===== config.mk =====
export PLATFORM = sky130hd
export DESIGN_NAME = regfile_write_arbiter
export DESIGN_NICKNAME = d
export VERILOG_FILES = /design/src/rtl/regfile_pkg.sv /design/src/rtl/rr_arbiter2.sv /design/src/rtl/regfile_write_arbiter.sv
export SDC_FILE = /design/constraint.sdc
export NUM_CORES = 1
export LEC_CHECK = 0
export ABC_AREA = 1
export CAP_MARGIN = 10
export CORE_UTILIZATION = 39
export CTS_BUF_LIST = sky130_fd_sc_hd__clkbuf_8 sky130_fd_sc_hd__clkbuf_16
export CTS_CLUSTER_DIAMETER = 120
export DETAILED_ROUTE_END_ITERATION = 16
export GPL_ROUTABILITY_DRIVEN = 0
export PLACE_DENSITY = 0.84
export SLEW_MARGIN = 10
export SYNTH_ARGS = -nofsm -noshare
export SYNTH_HDL_FRONTEND = slang
export SYNTH_SLANG_ARGS = --single-unit

===== constraint.sdc =====
create_clock -name clock -period 1.3 [get_ports clock]
set_input_delay 0.26 -clock clock [delete_from_list [all_inputs] [get_ports clock]]
set_output_delay 0.26 -clock clock [all_outputs]
set_load 0.01 [all_outputs]

===== src/rtl/regfile_pkg.sv =====
//==============================================================================
// Module : regfile_pkg
// Desc   : Shared widths and requester-index type for the regfile write arbiter.
// Rev    : 1.0  initial release
//==============================================================================
`default_nettype none

package regfile_pkg;

    localparam int ADDR_WIDTH_DEF = 3;
    localparam int DATA_WIDTH_DEF = 8;

    typedef enum logic {
        REQ0 = 1'b0,
        REQ1 = 1'b1
    } req_idx_t;

endpackage : regfile_pkg

`default_nettype wire


===== src/rtl/rr_arbiter2.sv =====
//==============================================================================
// Module : rr_arbiter2
// Desc   : Two-way round-robin pick; a contended pick goes to the requester
//          that was not granted last.
// Rev    : 1.0  initial release
//==============================================================================
`default_nettype none

module rr_arbiter2
    import regfile_pkg::*;
(
    input  logic [1:0] eligible_i,
    input  req_idx_t   lastGrant_i,
    output logic [1:0] pick_o
);

    always_comb begin
        pick_o    = 2'b00;
        pick_o[0] = eligible_i[0] & (~eligible_i[1] | (lastGrant_i == REQ1));
        pick_o[1] = eligible_i[1] & (~eligible_i[0] | (lastGrant_i == REQ0));
    end

endmodule : rr_arbiter2

`default_nettype wire


===== src/rtl/regfile_write_arbiter.sv =====
//==============================================================================
// Module : regfile_write_arbiter
// Desc   : Arbitrates two write requesters onto one registerFile write port.
//          Define REGFILE_R0_PROTECT_EN to suppress writes to register 0.
// Rev    : 1.0  initial release
//==============================================================================
`default_nettype none

module regfile_write_arbiter
    import regfile_pkg::*;
#(
    parameter int ADDR_WIDTH = ADDR_WIDTH_DEF,
    parameter int DATA_WIDTH = DATA_WIDTH_DEF
) (
    input  logic                  clock,
    input  logic                  reset,
    input  logic                  req0,
    input  logic                  req1,
    input  logic [ADDR_WIDTH-1:0] reg0,
    input  logic [ADDR_WIDTH-1:0] reg1,
    input  logic [DATA_WIDTH-1:0] data0,
    input  logic [DATA_WIDTH-1:0] data1,
    output logic                  gnt0,
    output logic                  gnt1,
    output logic                  enable,
    output logic [ADDR_WIDTH-1:0] writeRegister,
    output logic [DATA_WIDTH-1:0] writeData,
    output logic                  lastGrant
);

    logic                  gnt0_q, gnt0_d;
    logic                  gnt1_q, gnt1_d;
    logic                  enable_q, enable_d;
    logic [ADDR_WIDTH-1:0] wreg_q, wreg_d;
    logic [DATA_WIDTH-1:0] wdata_q, wdata_d;
    req_idx_t              last_q, last_d;

    logic [1:0]            eligible;
    logic [1:0]            pick;
    logic [ADDR_WIDTH-1:0] sel_reg;
    logic [DATA_WIDTH-1:0] sel_data;

    // A requester is ineligible during its own grant cycle, which forces the
    // one-write-per-two-cycles pacing for a single continuous requester.
    assign eligible = {req1 & ~gnt1_q, req0 & ~gnt0_q};

    rr_arbiter2 u_rr (
        .eligible_i  (eligible),
        .lastGrant_i (last_q),
        .pick_o      (pick)
    );

    assign sel_reg  = pick[1] ? reg1  : reg0;
    assign sel_data = pick[1] ? data1 : data0;

    always_comb begin
        gnt0_d  = pick[0];
        gnt1_d  = pick[1];
        wreg_d  = wreg_q;
        wdata_d = wdata_q;
        last_d  = last_q;
`ifdef REGFILE_R0_PROTECT_EN
        enable_d = (|pick) & (sel_reg != '0);
`else
        enable_d = |pick;
`endif
        if (|pick) begin
            wreg_d  = sel_reg;
            wdata_d = sel_data;
            last_d  = pick[1] ? REQ1 : REQ0;
        end
    end

    always_ff @(posedge clock or posedge reset) begin
        if (reset) begin
            gnt0_q   <= 1'b0;
            gnt1_q   <= 1'b0;
            enable_q <= 1'b0;
            wreg_q   <= '0;
            wdata_q  <= '0;
            last_q   <= REQ1;
        end else begin
            gnt0_q   <= gnt0_d;
            gnt1_q   <= gnt1_d;
            enable_q <= enable_d;
            wreg_q   <= wreg_d;
            wdata_q  <= wdata_d;
            last_q   <= last_d;
        end
    end

    assign gnt0          = gnt0_q;
    assign gnt1          = gnt1_q;
    assign enable        = enable_q;
    assign writeRegister = wreg_q;
    assign writeData     = wdata_q;
    assign lastGrant     = last_q;

endmodule : regfile_write_arbiter

`default_nettype wire


==> impl_metrics.py, run 1 <==
metrics = {
    "run_status": {
        "status": "completed",
    },
    "final_layout": {
        "n_fill_cell": 160,
        "layout_common_cells": "nand2_1 (55), clkdlybuf4s50_1 (25), inv_1 (18), dfrtp_1 (14), dlygate4sd2_1 (14)",
        "diodes": 0,
        "final-seq-area_um2": 376.6,
        "multi_input_area_um2": 336.6,
        "nNetsFinal": 185,
        "layout_commonest_cell": "nand2_1",
        "area_growth_pct": 56.95,
        "final_area_mm2": 0.001300,
        "drive_gt1_share_pct": 12.66,
    },
    "timing": {
        "rsz0062_at_grt": "yes",
        "setup_slack_ns": 0.06776,
        "fin_crit_sh_pct": 94.79,
        "fin_tns_setup_ns": 0,
        "slew_violations": 0,
        "clock.fmax_mhz": 811.5,
        "fin_crit_ns": 1.232,
        "finalHoldViolCount": 0,
        "slew-limit-headroom_pct": 78.42,
        "tightestPinTransition_ns": 0.3234,
        "fin_skew_ns": 0.001441,
        "setup_violations": 0,
    },
    "yosys": {
        "yosys.area_share.simple_pct": 38.97,
        "synth-xor-area-share_pct": 0,
        "synth_top_family_by_area": "simple AND/OR/NAND/NOR gates",
        "synth_nets": 139,
        "syn_area_per_cell_um2": 7.330,
        "yosys_warnings": 0,
        "yosysUniqueCellTypes": 14,
        "synth-seq-cells": 15,
        "synth_compound_area_share_pct": 0.6042,
        "muxShareOfSynthArea_pct": 0,
        "synth_area_um2": 828.3,
        "synthAdderAreaFrac_pct": 0,
        "yosysSeqAreaShare_pct": 45.47,
        "syn_inst": 113,
    },
    "routing": {
        "wirelength_um": 1899,
        "viasPerCell": 4.432,
        "drcViolationCount": 0,
        "drt_iter0_markers": 9,
        "dr.pass1.iters": 4,
        "wl_per_cell_um": 10.26,
        "ant_nets": 0,
        "vias": 820,
    },
    "clock_network": {
        "clock_path_buffers": 2,
        "numCtsBuffers": 3,
        "clk_latency_ns": 0.24,
        "postCtsHoldBufs": 0,
        "cts_tree": "yes",
        "cts_htree_levels": 1,
        "clock-sinks": 15,
        "cts_root_buf": "clkbuf_8",
        "clk_pin_slew_ns": 0.06,
    },
    "worst_setup_path": {
        "crit_start": "lastGrant",
        "crit_path_end": "writeData[1]",
        "path_common_cell": "nand2_1",
        "start_kind": "flip-flop",
        "critical_path.max_stage_delay_ns": 0.53,
        "crit_type": "flip-flop to flip-flop",
        "cpMaxStageDelayCell": "dfstp_2",
        "r2r-end": "writeData[1]",
        "arrival_ns": 1.37,
        "endpoint_kind": "flip-flop",
        "worstRegToRegCells": 6,
        "path_cells": "buf_4 > nand3_2 > nand2_8 > nand2_1 > nand2_1 > nand2_1",
        "worstPathRequired_ns": 1.43,
        "r2r_setup_slack_ns": 0.07,
        "path_buf_inv": 1,
        "reg2reg_from": "lastGrant",
        "cp_max_fo": 24,
        "path_delay_family": "flip-flops",
        "crit_cells": 6,
    },
    "power": {
        "p_per_area_mw_per_mm2": 1361,
        "p_leak_uw": 0.0007434,
        "ir_drop_v": 0.0006892,
    },
    "global_route": {
        "grt_pass1_wl_um": 3022,
        "grt_use_total_pct": 18.93,
        "grt_overflow": 0,
        "grt_max_degree": 25,
        "grt_pass1_vias": 747,
        "grt_antenna_before_repair": 0,
    },
    "die": {
        "core_area_mm2": 0.001982,
        "rows": 16,
        "io_pins": 41,
        "die_area_mm2": 0.002312,
        "die_y_um": 48.09,
        "die_w_um": 48.09,
        "start_util_pct": 41.79,
    },
    "min_path": {
        "hp-class": "primary input to asynchronous set/reset pin",
    },
    "place": {
        "io_buffers": 40,
        "dp_slack_ns": -0.1423,
        "dpl-instance-area_mm2": 0.001260,
        "dp_hpwl_um": 1404,
    },
    "run": {
        "max_cap_violations": 0,
    },
}
metrics by stage:
step / util, % / total power [uW] / hold slack (ns) / std cells
global route: 65.59 / 1900 / 0.3247 / 185
detailed placement: 63.57 / 1490 / 0.5044 / 180
CTS: 65.34 / 1778 / 0.2845 / 185
global placement: 63.57 / 1461 / 0.4949 / 180
finish: 65.59 / 1769 / 0.2670 / 185
floorplan: - / 1071 / 0.1608 / 113
where the power goes:
part | total [uW] | switching (uW) | internal [uW]
clock | 375 | 163 | 212
combinational | 717 | 367 | 349
sequential | 677 | 69.3 | 608
total | 1770 | 600 | 1170
synthesized netlist by cell type:
cell type	number	share of area, %
nand2_4	1	1.4
dfstp_2	1	3.2
inv_2	1	0.45
nand2_2	2	1.5
buf_4	1	0.91
nand3_2	2	2.4
nand3_1	11	6.6
nor2_4	1	1.4
o21ai_0	1	0.60
nor2_2	1	0.76
dfrtp_1	14	42
inv_1	18	8.2
buf_6	4	5.4
nand2_1	55	25
worst reg2reg max path, delay by kind of cell (launching register included):
| kind | cells | cell delay, ns |
|---|---|---|
| flip-flops | 1 | 0.53 |
| AND/OR/NAND/NOR | 5 | 0.47 |
| buffers and inverters | 1 | 0.11 |
area by class of cell:
type                            instances  share of cell area (%)
Clock inverter                          1                  0.3850
Tap cell                               27                   2.599
Multi-Input combinational cell         74                   25.89
Timing Repair Buffer                   46                   33.49
Clock buffer                            3                   3.176
Sequential cell                        15                   28.97
Inverter                               19                   5.486
per-layer routing:
layer | global-route usage, % | part of all wire (%) | vias up
met5 | 0 | 0 | -
met4 | 3.333 | 0.42 | 0
met3 | 4.906 | 7.3 | 2
met2 | 33.78 | 48 | 39
met1 | 23.08 | 44 | 359
li1 | - | - | 420
what timing repair did:
| item | in CTS | in global routing |
|---|---|---|
| pin swaps | 0 | 0 |
| setup buffers | 1 | 0 |
| setup endpoints to repair | 15 | 11 |
| gates resized for setup | 15 | 3 |
worst min path at each step:
stage / to / cells after the start / slack [ns] / start
floorplan: enable / 1 / 0.16 / reset
CTS: gnt0 / 2 / 0.28 / reset
global placement: writeData[6] / 2 / 0.49 / writeData[6]
finish: gnt0 / 2 / 0.27 / reset
detailed placement: writeData[2] / 2 / 0.50 / writeData[2]
global route: gnt0 / 2 / 0.32 / reset
state kept, by name, summed over array words and instances (netlist names):
name and flops:
lastGrant 1, gnt0 1, writeData 8, writeRegister 3, enable 1, gnt1 1
kinds of logic after synthesis:
logic type | after synthesis
AND/OR/NAND/NOR | 73
buffers and inverters | 24
flip-flops | 15
AO/OA/AOI/OAI | 1
No activity file was read; power rests on OpenSTA's default activity.
==> run 2: changes to the inputs <==
- SKIP_LAST_GASP: default -> 1
==> run 2 against run 1 <==
  * Non-clock buffer count is the same
  * Final cell count did not move
  * Total power unchanged
  * Flip-flop and latch count unchanged
  * Via count unchanged
  * Fmax unchanged
  * Worst setup slack unchanged
  * Clock skew is the same
  * Count of clock-buffer cells in the layout is the same
  * Critical path depth stayed put
  * Sequential power about the same
  * Hold slack did not move
  * Critical path type unchanged
  * Largest cell class unchanged
  * Largest power group unchanged
==> impl_metrics.py, run 2 (synthesis gave the netlist of run 1 again) <==
metrics = {
    "run_status": {
        "status": "completed",
    },
    "timing": {
        "setup_slack_ns": 0.06776,
        "clock.fmax_mhz": 811.5,
        "fin_crit_sh_pct": 94.79,
        "finalHoldViolCount": 0,
        "setup_violations": 0,
        "tightestPinTransition_ns": 0.3234,
        "whs_ns": 0.2670,
        "rsz0062_at_grt": "yes",
        "fin_skew_ns": 0.001441,
        "slew_violations": 0,
        "fin_crit_ns": 1.232,
        "slew-limit-headroom_pct": 78.42,
    },
    "final_layout": {
        "drive_gt1_share_pct": 12.66,
        "nNetsFinal": 185,
        "largest_reg_flops": 8,
        "final-seq-area_um2": 376.6,
        "final_area_mm2": 0.001300,
        "area_growth_pct": 56.95,
        "n_fill_cell": 160,
        "layout_common_cells": "nand2_1 (55), clkdlybuf4s50_1 (25), inv_1 (18), dfrtp_1 (14), dlygate4sd2_1 (14)",
        "layout_commonest_cell": "nand2_1",
        "diodes": 0,
        "multi_input_area_um2": 336.6,
    },
    "place": {
        "io_buffers": 40,
        "dpl-instance-area_mm2": 0.001260,
        "dp_hpwl_um": 1404,
        "dp_slack_ns": -0.1423,
    },
    "die": {
        "rows": 16,
        "die_area_mm2": 0.002312,
        "die_w_um": 48.09,
        "die_y_um": 48.09,
        "core_area_mm2": 0.001982,
        "start_util_pct": 41.79,
        "io_pins": 41,
    },
    "global_route": {
        "grt_overflow": 0,
        "grt_pass1_vias": 747,
        "grt_antenna_before_repair": 0,
        "grt_use_total_pct": 18.93,
        "grt_max_degree": 25,
        "grt_pass1_wl_um": 3022,
    },
    "routing": {
        "dr.pass1.iters": 4,
        "wl_per_cell_um": 10.26,
        "ant_nets": 0,
        "wirelength_um": 1899,
        "vias": 820,
        "drt_iter0_markers": 9,
        "viasPerCell": 4.432,
        "drcViolationCount": 0,
    },
    "worst_setup_path": {
        "start_kind": "flip-flop",
        "endpoint_kind": "flip-flop",
        "worstPathRequired_ns": 1.43,
        "worstRegToRegCells": 6,
        "cp_max_fo": 24,
        "crit_type": "flip-flop to flip-flop",
        "r2r-end": "writeData[1]",
        "r2r_setup_slack_ns": 0.07,
        "reg2reg_from": "lastGrant",
        "arrival_ns": 1.37,
    },
    "min_path": {
        "hp-class": "primary input to asynchronous set/reset pin",
    },
    "clock_network": {
        "cts_tree": "yes",
        "clock_path_buffers": 2,
        "postCtsHoldBufs": 0,
        "cts_htree_levels": 1,
        "clk_latency_ns": 0.24,
        "clk_pin_slew_ns": 0.06,
        "cts_root_buf": "clkbuf_8",
        "numCtsBuffers": 3,
        "clock-sinks": 15,
    },
    "run": {
        "max_cap_violations": 0,
    },
    "power": {
        "p_leak_uw": 0.0007434,
        "ir_drop_v": 0.0006892,
        "p_per_area_mw_per_mm2": 1361,
    },
}
[run 2: cell counts in the layout (fill, tap and decap cells not counted)]
No cell type changed its count.
[run 2: worst max path at each step]
stage | start | end | slack [ns] | cells after the start
global placement | req1 | writeRegister[1] | -0.11 | 6
detailed placement | req1 | writeData[3] | -0.14 | 6
floorplan | lastGrant | writeData[2] | 0.16 | 6
finish | lastGrant | writeData[1] | 0.07 | 6
global route | lastGrant | writeRegister[2] | -0.005 | 6
CTS | lastGrant | lastGrant | 0.009 | 1
[run 2: critical path, cell delays in order, from the launching register on]
cell and delay [ns]:
dfstp_2 0.53, buf_4 0.11, nand3_2 0.12, nand2_8 0.16
nand2_1 0.07, nand2_1 0.07, nand2_1 0.05
[run 2: final cells by class]
cell class	count	share of cell area, %
multi-input cells	74	25.89
repair buffers	46	33.49
well taps	27	2.599
clock inverters	1	0.3850
inverters	19	5.486
flip-flops and latches	15	28.97
clock buffers	3	3.176
[run 2: repair_timing]
item	in CTS	in global routing
resized for setup	15	3
buffers inserted	1	0
endpoints found under the hold margin	0	0
setup endpoints to repair	15	11
[run 2: through the flow]
step	utilization (%)	TNS (ns)	cells	total power (uW)
5_1_grt	65.59	-0.004516	185	1900
4_1_cts	65.34	0	185	1778
3_3_place_gp	63.57	-1.114	180	1461
6_report	65.59	0	185	1769
3_5_place_dp	63.57	-1.345	180	1490
2_1_floorplan	-	0	113	1071
[run 2: per-layer routing]
layer	vias to the layer above	routed length [um]	GRT usage (%)	share of wire, %
met1	359	832	23.08	44
met3	2	139	4.906	7.3
met4	0	8	3.333	0.42
met2	39	918	33.78	48
li1	420	-	-	-
met5	-	0	0	0
[run 2: where the power goes]
part | internal [uW] | switching, uW | total [uW]
combinational | 349 | 367 | 717
sequential | 608 | 69.3 | 677
clock | 212 | 163 | 375
total | 1170 | 600 | 1770
